<file path="config.mk">
export PLATFORM = sky130hd
export DESIGN_NAME = program_loader
export DESIGN_NICKNAME = d
export VERILOG_FILES = /design/src/rtl/loader_pkg.sv /design/src/rtl/loader_word_assembler.sv /design/src/rtl/program_loader.sv
export SDC_FILE = /design/constraint.sdc
export NUM_CORES = 1
export LEC_CHECK = 0
export BUFFER_PORTS_ARGS = -buffer_cell sky130_fd_sc_hd__buf_2
export CORE_ASPECT_RATIO = 1.5
export CORE_MARGIN = 4
export CORE_UTILIZATION = 35
export CTS_CLUSTER_DIAMETER = 30
export CTS_CLUSTER_SIZE = 28
export DETAILED_ROUTE_END_ITERATION = 12
export PLACE_DENSITY = 0.62
export SKIP_CTS_REPAIR_TIMING = 1
export SYNTH_ARGS = -nofsm -noshare
export SYNTH_HDL_FRONTEND = slang
export SYNTH_SLANG_ARGS = --single-unit
</file>
<file path="constraint.sdc">
create_clock -name i_clock -period 2.4 [get_ports i_clock]
set_input_delay 0.48 -clock i_clock [delete_from_list [all_inputs] [get_ports i_clock]]
set_output_delay 0.48 -clock i_clock [all_outputs]
set_load 0.02 [all_outputs]
</file>
<file path="src/rtl/loader_pkg.sv">
// loader_pkg: shared types and constants for the program loader.
package loader_pkg;
  typedef enum logic [2:0] {IDLE, CNT_HI, CNT_LO, DATA, CHECK, DONE} state_t;
  localparam logic [7:0] CMD_LOAD_DEF = 8'h4C;
  localparam int BYTES_PER_WORD = 4;
endpackage

</file>
<file path="src/rtl/loader_word_assembler.sv">
// loader_word_assembler: packs incoming bytes MSB-first into instruction words.
module loader_word_assembler import loader_pkg::*; #(
  parameter int DATA_WIDTH = 32
) (
  input  logic                  clk,
  input  logic                  rst,
  input  logic                  clr,
  input  logic                  en,
  input  logic [7:0]            byte_in,
  output logic [DATA_WIDTH-1:0] word,
  output logic                  complete
);
  logic [DATA_WIDTH-9:0] sr;
  logic [1:0] idx;
  assign word = {sr, byte_in};
  assign complete = en && idx == 2'(BYTES_PER_WORD - 1);
  always_ff @(posedge clk) begin
    if (rst || clr) begin
      sr <= '0;
      idx <= '0;
    end else if (en) begin
      sr <= word[DATA_WIDTH-9:0];
      idx <= idx + 2'd1;
    end
  end
endmodule

</file>
<file path="src/rtl/program_loader.sv">
// program_loader: serial byte stream to instruction-memory writes.
// Define LOADER_CHECKSUM_EN to expect a trailing XOR checksum byte per session.
module program_loader import loader_pkg::*; #(
  parameter int         DATA_WIDTH = 32,
  parameter logic [7:0] CMD_LOAD   = CMD_LOAD_DEF
) (
  input  logic                  i_clock,
  input  logic                  i_reset,
  input  logic [7:0]            i_rx_data,
  input  logic                  i_rx_valid,
  output logic [DATA_WIDTH-1:0] o_instruccion,
  output logic [DATA_WIDTH-1:0] o_address,
  output logic                  o_loading,
  output logic                  o_busy,
  output logic                  o_done,
  output logic                  o_error
);
  state_t state, state_d;
  logic [15:0] n, wcnt;
  logic [DATA_WIDTH-1:0] addr, word;
  logic cmd, data_en, complete, last;
`ifdef LOADER_CHECKSUM_EN
  localparam state_t TAIL = CHECK;
`else
  localparam state_t TAIL = DONE;
`endif
  assign cmd = i_rx_valid && state == IDLE && i_rx_data == CMD_LOAD;
  assign data_en = i_rx_valid && state == DATA;
  assign last = complete && wcnt == n - 16'd1;
  assign o_busy = state != IDLE || o_loading;
  assign o_done = state == DONE;
  loader_word_assembler #(.DATA_WIDTH(DATA_WIDTH)) u_asm (
    .clk(i_clock), .rst(i_reset), .clr(cmd), .en(data_en),
    .byte_in(i_rx_data), .word(word), .complete(complete)
  );
  always_comb begin
    state_d = state;
    case (state)
      IDLE:    state_d = cmd ? CNT_HI : IDLE;
      CNT_HI:  state_d = i_rx_valid ? CNT_LO : CNT_HI;
      CNT_LO:  state_d = !i_rx_valid ? CNT_LO : ({n[15:8], i_rx_data} == 16'd0 ? TAIL : DATA);
      DATA:    state_d = last ? TAIL : DATA;
      CHECK:   state_d = i_rx_valid ? DONE : CHECK;
      default: state_d = IDLE;
    endcase
  end
  always_ff @(posedge i_clock) begin
    if (i_reset) begin
      state <= IDLE;
      n <= '0;
      wcnt <= '0;
      addr <= '0;
      o_instruccion <= '0;
      o_address <= '0;
      o_loading <= 1'b0;
    end else begin
      state <= state_d;
      o_loading <= complete;
      if (state == CNT_HI && i_rx_valid) n[15:8] <= i_rx_data;
      if (state == CNT_LO && i_rx_valid) n[7:0] <= i_rx_data;
      if (cmd) begin
        wcnt <= '0;
        addr <= '0;
      end else if (complete) begin
        wcnt <= wcnt + 16'd1;
        addr <= addr + DATA_WIDTH'(BYTES_PER_WORD);
        o_instruccion <= word;
        o_address <= addr;
      end
    end
  end
`ifdef LOADER_CHECKSUM_EN
  logic [7:0] cks;
  always_ff @(posedge i_clock) begin
    if (i_reset) begin
      cks <= '0;
      o_error <= 1'b0;
    end else begin
      if (cmd) begin
        cks <= '0;
        o_error <= 1'b0;
      end else if (data_en) cks <= cks ^ i_rx_data;
      if (state == CHECK && i_rx_valid && i_rx_data != cks) o_error <= 1'b1;
    end
  end
`else
  assign o_error = 1'b0;
`endif
endmodule

</file>
==> impl_metrics.py, run 1 <==
metrics = {
    "cts": {
        "clk_pin_slew_ns": 0.07,
        "clockBufferDepth": 2,
        "clock_latency_ns": 0.43,
        "cts_root_buf": "clkbuf_16",
        "cts_tree": "built",
        "cts_made_buffers": 17,
        "ctsHtreeMaxLevel": 4,
        "clkSinkCount": 154,
    },
    "hold_path": {
        "hold_path.class": "input pin to flip-flop",
    },
    "global_route": {
        "grt_max_degree": 84,
        "antenna_found_initial": 0,
        "grt_usage_pct": 15.9,
        "grt_overflow": 0,
        "grt_pass1_wl_mm": 26.9,
        "grt_pass1_vias": 5291,
    },
    "drt": {
        "first_iter_violations": 250,
        "wl_per_cell_um": 14.4,
        "firstDrtPassIters": 4,
        "ant_nets": 0,
        "drc": 0,
        "totalWireLength_mm": 16.1,
        "num_vias": 5412,
        "viasPerCell": 4.83,
    },
    "yosys": {
        "synthTopCellsByCount": "nand2_1 (199), dfxtp_1 (154), a21oi_1 (104)",
        "synth_top_area_share_pct": 47.5,
        "ys.flop_type": "dfxtp_1",
        "syn_inst": 792,
        "syn_area_mm2": 0.00649,
        "synth_area_leaders": "dfxtp_1 (47%), nand2_1 (12%), a21oi_1 (8.0%)",
        "synth_seq_cells": 154,
        "synth_edf_count": 0,
        "synth_top_area_cell": "dfxtp_1",
        "yosysWarnings": 0,
        "postSynthAreaPerCell_um2": 8.20,
        "async_flop_share_pct": 0,
        "ys_seq_area_share_pct": 47.5,
        "synth_most_common_cell": "nand2_1",
        "synthDistinctLibCells": 57,
    },
    "floorplanning": {
        "io_pins": 79,
        "die_area_mm2": 0.0208,
        "initial_core_util_pct": 35.9,
        "core_area_mm2": 0.0181,
        "row_count": 60,
        "die_w_um": 119,
        "die_h_um": 175,
    },
    "worst_setup_path": {
        "end_kind": "flip-flop",
        "crit_family": "simple AND/OR/NAND/NOR gates",
        "cp.required_ns": 2.73,
        "critPathMaxFanout": 6,
        "cp-start-kind": "flip-flop",
        "cp.arrival_ns": 2.56,
        "cpMaxStageDelayCell": "dfxtp_1",
        "cp_cell_sequence": "inv_1 -> ha_2 -> nor4b_4 -> and4b_1 -> mux2_2 -> mux2i_2 -> nor3_1 -> a2111oi_2",
        "critPathMaxStageDelay_ns": 0.36,
        "path_buf_inv": 1,
        "path_class": "flip-flop to flip-flop",
    },
    "timing": {
        "fin_ws_ns": 0.167,
        "timing.final.crit_period_ns": 2.23,
        "max_slew_margin_pct": 56.8,
        "setup_viol": 0,
        "clock.fmax_mhz": 448,
        "skew_ns": 0.0118,
        "setup_tns_ns": 0,
        "drv_slew": 0,
        "rsz0062_at_grt": "no",
        "finalCritPeriodShare_pct": 93.0,
        "finalHoldViolCount": 0,
        "worstMarginPinSlew_ns": 0.648,
        "hold_slack_ns": 0.368,
    },
    "power_and_ir_drop": {
        "leakagePower_nw": 2.94,
        "powerDensity_mw_per_mm2": 684,
        "vdd_drop_max_uv": 403,
    },
    "placement": {
        "dp_hpwl_mm": 11.2,
        "post-place-cells": 1089,
        "gp_congestion": 0.873,
        "pre_cts_ws_ns": 0.153,
        "port_buffers": 75,
    },
    "cells_and_area": {
        "diodes": 0,
        "stdcell_count": 1121,
        "area_delta_synth_final_pct": 19.7,
        "fin_nets": 875,
        "drive_above_1_share_pct": 16.8,
        "final_util_pct": 43.0,
    },
    "job": {
        "cap_violations": 0,
    },
    "status": {
        "outcome": "complete, no violations",
    },
}
metrics by stage:
step | total power [mW] | instance area (um^2)
final | 5.32 | 7770
after global routing | 5.49 | 7770
after CTS | 5.37 | 7760
after detailed placement | 2.71 | 7150
after global placement | 2.71 | 7150
after floorplan | 2.67 | 6500
cell type report:
type | instances | area, um^2
tap | 248 | 310
timing repair buffer | 95 | 563
multi-input combinational | 582 | 3170
inverter | 10 | 37.5
clock buffer | 17 | 425
sequential | 154 | 3080
clock inverter | 15 | 179
fill | 1859 | 10300
logic make-up (layout without fill, tap and decap cells):
kind of cell | Yosys count | after routing | synth area share (%)
flops | 154 | 154 | 47.5
compound gates | 127 | 127 | 10.6
mux | 16 | 16 | 2.49
simple gates | 374 | 374 | 26.8
buf+inv | 58 | 137 | 3.99
other cells | 1 | 3 | 0.0578
fa+ha+maj | 4 | 4 | 0.771
xor+xnor | 58 | 58 | 7.83
worst paths after layout:
path / startpoint / end / slack, ns / depth (start not counted)
setup reg to reg: n[0] / state[1] / 0.17 / 8
setup / recovery: n[0] / state[1] / 0.17 / 8
hold / removal: i_rx_data[7] / o_instruccion[7] / 0.37 / 3
hold reg to reg: o_address[5] / o_address[5] / 0.45 / 2
tightest hold or removal path: cells and delay by family:
kind,cells,cell delay (ns)
buf+inv,1,0.15
simple gates,1,0.07
compound gates,1,0.05
routing by layer:
metal | wire (um) | vias to the layer above | GRT usage [%]
li1 | - | 2758 | -
met1 | 6860 | 2528 | 18.6
met2 | 8200 | 93 | 27.7
met3 | 507 | 33 | 2.88
met4 | 551 | 0 | 7.59
met5 | 0 | - | 0
sequential cells by signal, summed over array words and instances (netlist names):
register	flops
u_asm.idx	2
o_instruccion	32
o_address	30
o_loading	1
state	3
u_asm.sr	24
wcnt	16
n	16
addr	30
placed cells by master (no fill, tap or decap), drive strengths merged, types with 6 or more instances in the layout:
cell type,netlist,final
xor2,27,27
a21oi,104,104
o21ai,9,9
mux2i,15,15
nor3,13,13
dfxtp,154,154
nand3,20,20
nor2,80,80
clkinv,0,9
clkbuf,21,17
and3,8,8
xnor2,31,31
or3,6,6
nor4,8,8
nand2,200,200
buf,27,95
nand4,9,9
inv,10,16
power breakdown:
part           switching, mW  internal (mW)  total [mW]
logic                 0.0760         0.0228      0.0988
clock network           1.26           1.40        2.66
registers           0.000692           2.55        2.55
total                   1.34           3.98        5.32
Note: power is estimated with default switching activity, not from simulation.
==> run 2: changes to the inputs <==
MAX_ROUTING_LAYER = met4   (was default)
==> run 2 against run 1 <==
Compared with the run above:
- clock-buffer cell count is the same
- sequential cell count stayed put
- highest routed layer unchanged
- non-clock buffer count is 9 higher
- sequential power about the same
- largest cell class unchanged
- clock power increased by 7%
- global-route usage rose by 0.30 points
- fmax grew 2.7%
- first-iteration DRC count decreased by 19%
- sequential share of layout area is 0.52 points lower
- clock skew shrank 0.0025 ns
==> impl_metrics.py, run 2 (synthesis results as in run 1) <==
metrics = {
    "cells_and_area": {
        "largestRegisters": "o_instruccion (32), addr (30), o_address (30)",
        "fin_nets": 884,
        "multiInputGateArea_mm2": 0.00317,
        "regMostFlops": "o_instruccion",
        "diodes": 0,
        "largest_reg_flops": 32,
        "nFillCells": 1829,
        "regArea_mm2": 0.00308,
        "final_cell_mix": "nand2_1 (199), dfxtp_1 (154), a21oi_1 (104)",
        "layout_commonest_cell": "nand2_1",
        "area_delta_synth_final_pct": 21.3,
        "stdcell_count": 1130,
        "drive_above_1_share_pct": 17.7,
    },
    "worst_setup_path": {
        "crit_family": "simple AND/OR/NAND/NOR gates",
        "critPathMaxStageDelay_ns": 0.36,
        "cpMaxStageDelayCell": "dfxtp_1",
        "critPathMaxFanout": 6,
        "cp-startpoint": "n[0]",
        "r2r_cells": 8,
        "cp-start-kind": "flip-flop",
        "path_class": "flip-flop to flip-flop",
        "cp.required_ns": 2.72,
        "reg2reg_from": "n[0]",
        "end_kind": "flip-flop",
        "critical_path_depth": 8,
        "cp_cell_sequence": "inv_1 -> ha_2 -> nor4b_4 -> and4b_1 -> mux2_2 -> mux2i_2 -> nor3_1 -> a2111oi_2",
        "cp.arrival_ns": 2.49,
        "path_buf_inv": 1,
    },
    "power_and_ir_drop": {
        "vdd_drop_max_uv": 452,
        "comb_power_share_pct": 2.0,
        "p_sw_share_pct": 22.6,
        "total_power_mw": 5.51,
        "leakagePower_nw": 3.00,
        "seq_power_share_pct": 46.4,
        "p_int_mw": 4.26,
        "clockPowerShare_pct": 51.6,
        "power.net_switching_mw": 1.25,
        "powerDensity_mw_per_mm2": 700,
    },
    "timing": {
        "max_slew_margin_pct": 58.8,
        "timing.final.crit_period_ns": 2.18,
        "hold_slack_ns": 0.346,
        "worstMarginPinSlew_ns": 0.617,
        "clock.fmax_mhz": 460,
        "setup_tns_ns": 0,
        "finalCritPeriodShare_pct": 90.6,
        "skew_ns": 0.00930,
        "drv_slew": 0,
        "rsz0062_at_grt": "no",
        "fin_ws_ns": 0.225,
        "finalHoldViolCount": 0,
        "setup_viol": 0,
    },
    "placement": {
        "post-place-cells": 1097,
        "pre_cts_ws_ns": 0.131,
        "port_buffers": 75,
        "dp_hpwl_mm": 11.5,
        "gp_congestion": 0.914,
    },
    "cts": {
        "clock_latency_ns": 0.42,
        "clockBufferDepth": 2,
        "cts_made_buffers": 17,
        "clkSinkCount": 154,
        "ctsHtreeMaxLevel": 4,
        "cts_root_buf": "clkbuf_16",
        "clk_pin_slew_ns": 0.07,
        "cts_tree": "built",
    },
    "drt": {
        "ant_nets": 0,
        "drc": 0,
        "num_vias": 5456,
        "firstDrtPassIters": 4,
        "viasPerCell": 4.83,
        "wl_per_cell_um": 14.5,
        "first_iter_violations": 202,
        "totalWireLength_mm": 16.3,
    },
    "hold_path": {
        "min_from": "i_rx_data[2]",
        "hold_path.class": "input pin to flip-flop",
        "holdPathStages": 3,
    },
    "floorplanning": {
        "die_h_um": 175,
        "row_count": 60,
        "die_w_um": 119,
        "die_area_mm2": 0.0208,
        "core_area_mm2": 0.0181,
        "io_pins": 79,
        "initial_core_util_pct": 35.9,
    },
    "global_route": {
        "grt_overflow": 0,
        "grt_pass1_wl_mm": 26.6,
        "grt_max_degree": 84,
        "grt_usage_pct": 16.2,
        "grt_pass1_vias": 5303,
        "antenna_found_initial": 0,
    },
    "status": {
        "outcome": "complete, no violations",
    },
    "job": {
        "cap_violations": 0,
    },
}
==> run 2: power groups by stage <==
stage / clock (mW) / combinational (mW) / sequential [mW]
after global placement: 0 / 0.111 / 2.61
after floorplan: 0 / 0.0557 / 2.61
after global routing: 3.02 / 0.117 / 2.55
final: 2.85 / 0.110 / 2.56
after detailed placement: 0 / 0.110 / 2.61
after CTS: 2.91 / 0.111 / 2.56
==> run 2: per-stage QoR <==
step | area [um^2] | utilization [%]
3_3_place_gp | 7220 | 39.9
4_1_cts | 7850 | 43.4
6_report | 7870 | 43.5
3_5_place_dp | 7220 | 39.9
2_1_floorplan | 6500 | -
5_1_grt | 7870 | 43.5
==> run 2: worst paths after layout <==
| check | slack (ns) | end |
|---|---|---|
| max | 0.22 | state[1] |
| min | 0.35 | o_instruccion[2] |
| max reg2reg | 0.22 | state[1] |
| min reg2reg | 0.45 | o_address[9] |
==> run 2: worst register-to-register path, cell delays in order (launching register included) <==
cell,delay [ns]
dfxtp_1,0.36
inv_1,0.10
ha_2,0.24
nor4b_4,0.22
and4b_1,0.27
mux2_2,0.35
mux2i_2,0.18
nor3_1,0.09
a2111oi_2,0.28
==> run 2: cell type report <==
cell class / instances / share of cell area (%)
well taps: 248 / 3.94
inverters: 10 / 0.477
flip-flops and latches: 154 / 39.2
clock buffers: 17 / 5.40
multi-input cells: 582 / 40.3
clock inverters: 15 / 2.56
repair buffers: 104 / 8.17
==> run 2: routing by layer <==
layer	vias up	share of wire, %	track usage (%)
li1	2787	-	-
met1	2548	43	18.0
met2	95	51	27.9
met3	26	2.9	3.21
met4	0	2.6	7.01
met5	-	0	-
==> run 3: changes to the inputs <==
CORE_ASPECT_RATIO = default   (was 1.5)
==> run 3 against run 2 <==
Compared with the run above:
- first-iteration DRC count up 48%
- fmax down 2.9%
- hold slack worse by 0.0064 ns
- critical endpoint unchanged
==> impl_metrics.py, run 3 (synthesis results as in run 1) <==
metrics = {
    "status": {
        "outcome": "complete, no violations",
    },
    "cells_and_area": {
        "drive_above_1_share_pct": 16.3,
        "regArea_mm2": 0.00308,
        "layout_commonest_cell": "nand2_1",
        "area_delta_synth_final_pct": 18.0,
        "final_util_pct": 42.3,
        "fin_nets": 871,
        "largestRegisters": "o_instruccion (32), addr (30), o_address (30)",
        "final_cell_mix": "nand2_1 (199), dfxtp_1 (154), a21oi_1 (104)",
        "multiInputGateArea_mm2": 0.00316,
        "nFillCells": 1820,
        "largest_reg_flops": 32,
        "stdcell_count": 1098,
        "regMostFlops": "o_instruccion",
        "diodes": 0,
    },
    "global_route": {
        "grt_usage_pct": 15.8,
        "grt_max_degree": 63,
        "grt_pass1_vias": 4953,
        "antenna_found_initial": 0,
        "grt_overflow": 0,
        "grt_pass1_wl_mm": 25.3,
    },
    "timing": {
        "max_slew_margin_pct": 60.4,
        "skew_ns": 0.0131,
        "timing.final.crit_period_ns": 2.24,
        "finalCritPeriodShare_pct": 93.4,
        "finalHoldViolCount": 0,
        "setup_tns_ns": 0,
        "clock.fmax_mhz": 446,
        "drv_slew": 0,
        "fin_ws_ns": 0.159,
        "setup_viol": 0,
        "worstMarginPinSlew_ns": 0.593,
        "rsz0062_at_grt": "no",
    },
    "drt": {
        "totalWireLength_mm": 15.4,
        "wl_per_cell_um": 14.0,
        "num_vias": 5374,
        "ant_nets": 0,
        "first_iter_violations": 298,
        "drc": 0,
        "firstDrtPassIters": 5,
        "viasPerCell": 4.89,
    },
    "cts": {
        "cts_made_buffers": 17,
        "clockBufferDepth": 2,
        "cts_tree": "built",
        "clkSinkCount": 154,
        "cts_root_buf": "clkbuf_16",
        "ctsHtreeMaxLevel": 4,
        "clock_latency_ns": 0.43,
        "clk_pin_slew_ns": 0.06,
    },
    "floorplanning": {
        "die_h_um": 144,
        "row_count": 49,
        "initial_core_util_pct": 35.9,
        "core_area_mm2": 0.0181,
        "die_area_mm2": 0.0208,
        "io_pins": 79,
        "die_w_um": 144,
    },
    "worst_setup_path": {
        "end_kind": "flip-flop",
        "cp.arrival_ns": 2.56,
        "critPathMaxFanout": 6,
        "cp.required_ns": 2.72,
        "cp-start-kind": "flip-flop",
        "path_class": "flip-flop to flip-flop",
        "rrSetupSlack_ns": 0.16,
    },
    "power_and_ir_drop": {
        "p_int_mw": 3.99,
        "vdd_drop_max_uv": 531,
        "leakagePower_nw": 2.88,
        "power.net_switching_mw": 1.15,
        "seq_power_share_pct": 49.7,
        "total_power_mw": 5.14,
        "p_sw_share_pct": 22.4,
        "powerDensity_mw_per_mm2": 671,
        "clockPowerShare_pct": 48.4,
        "comb_power_share_pct": 1.8,
    },
    "placement": {
        "gp_congestion": 0.870,
        "port_buffers": 75,
        "post-place-cells": 1066,
        "pre_cts_ws_ns": 0.158,
        "dp_hpwl_mm": 10.5,
    },
    "job": {
        "cap_violations": 0,
    },
    "hold_path": {
        "hold_path.class": "input pin to flip-flop",
    },
}
## run 3: cell count changes in the layout (fill, tap and decap cells not counted), sizes merged
cell      delta
inv          -5
bufinv       -3
clkbuf       +3
clkinvlp     +1
clkinv       +4
buf         -13
## run 3: through the flow
| stage | hold slack [ns] | cell area (um^2) |
|---|---|---|
| 2_1_floorplan | 0.432 | 6500 |
| 3_3_place_gp | 0.440 | 7100 |
| 3_5_place_dp | 0.445 | 7100 |
| 4_1_cts | 0.320 | 7650 |
| 5_1_grt | 0.342 | 7660 |
| 6_report | 0.340 | 7660 |
## run 3: routing by layer
| metal | vias to the layer above | part of all wire, % | global-route usage, % |
|---|---|---|---|
| met3 | 20 | 4.2 | 4.03 |
| met5 | - | 0 | - |
| met1 | 2489 | 47 | 20.5 |
| met4 | 0 | 1.5 | 4.52 |
| li1 | 2760 | - | - |
| met2 | 105 | 47 | 24.4 |
## run 3: worst max-delay path, cell delays in order, from the launching register on
cell and delay, ns:
dfxtp_1 0.35, inv_1 0.10, ha_2 0.23, nor4b_2 0.23, and4b_1 0.28, mux2_2 0.34
mux2i_1 0.19, nor3_1 0.09, a2111oi_2 0.34
## run 3: final timing paths
check | startpoint | to | depth (start not counted)
worst max-delay path | n[0] | state[1] | 8
worst min register to register | o_instruccion[25] | o_instruccion[25] | 2
worst max register to register | n[0] | state[1] | 8
worst min-delay path | i_reset | o_instruccion[23] | 2
## run 3: layout make-up
cell class / instances / area share [%]
Multi-Input combinational cell: 582 / 41.3
Sequential cell: 154 / 40.3
Timing Repair Buffer: 91 / 6.96
Clock buffer: 20 / 6.09
Tap cell: 229 / 3.74
Clock inverter: 12 / 1.18
Inverter: 10 / 0.490
## run 3: power by group through the flow
stage	Combinational, mW	Clock, mW	Sequential, mW
4_1_cts	0.0967	2.56	2.56
5_1_grt	0.103	2.70	2.55
3_5_place_dp	0.0963	0	2.61
6_report	0.0947	2.49	2.56
3_3_place_gp	0.0973	0	2.61
2_1_floorplan	0.0557	0	2.61
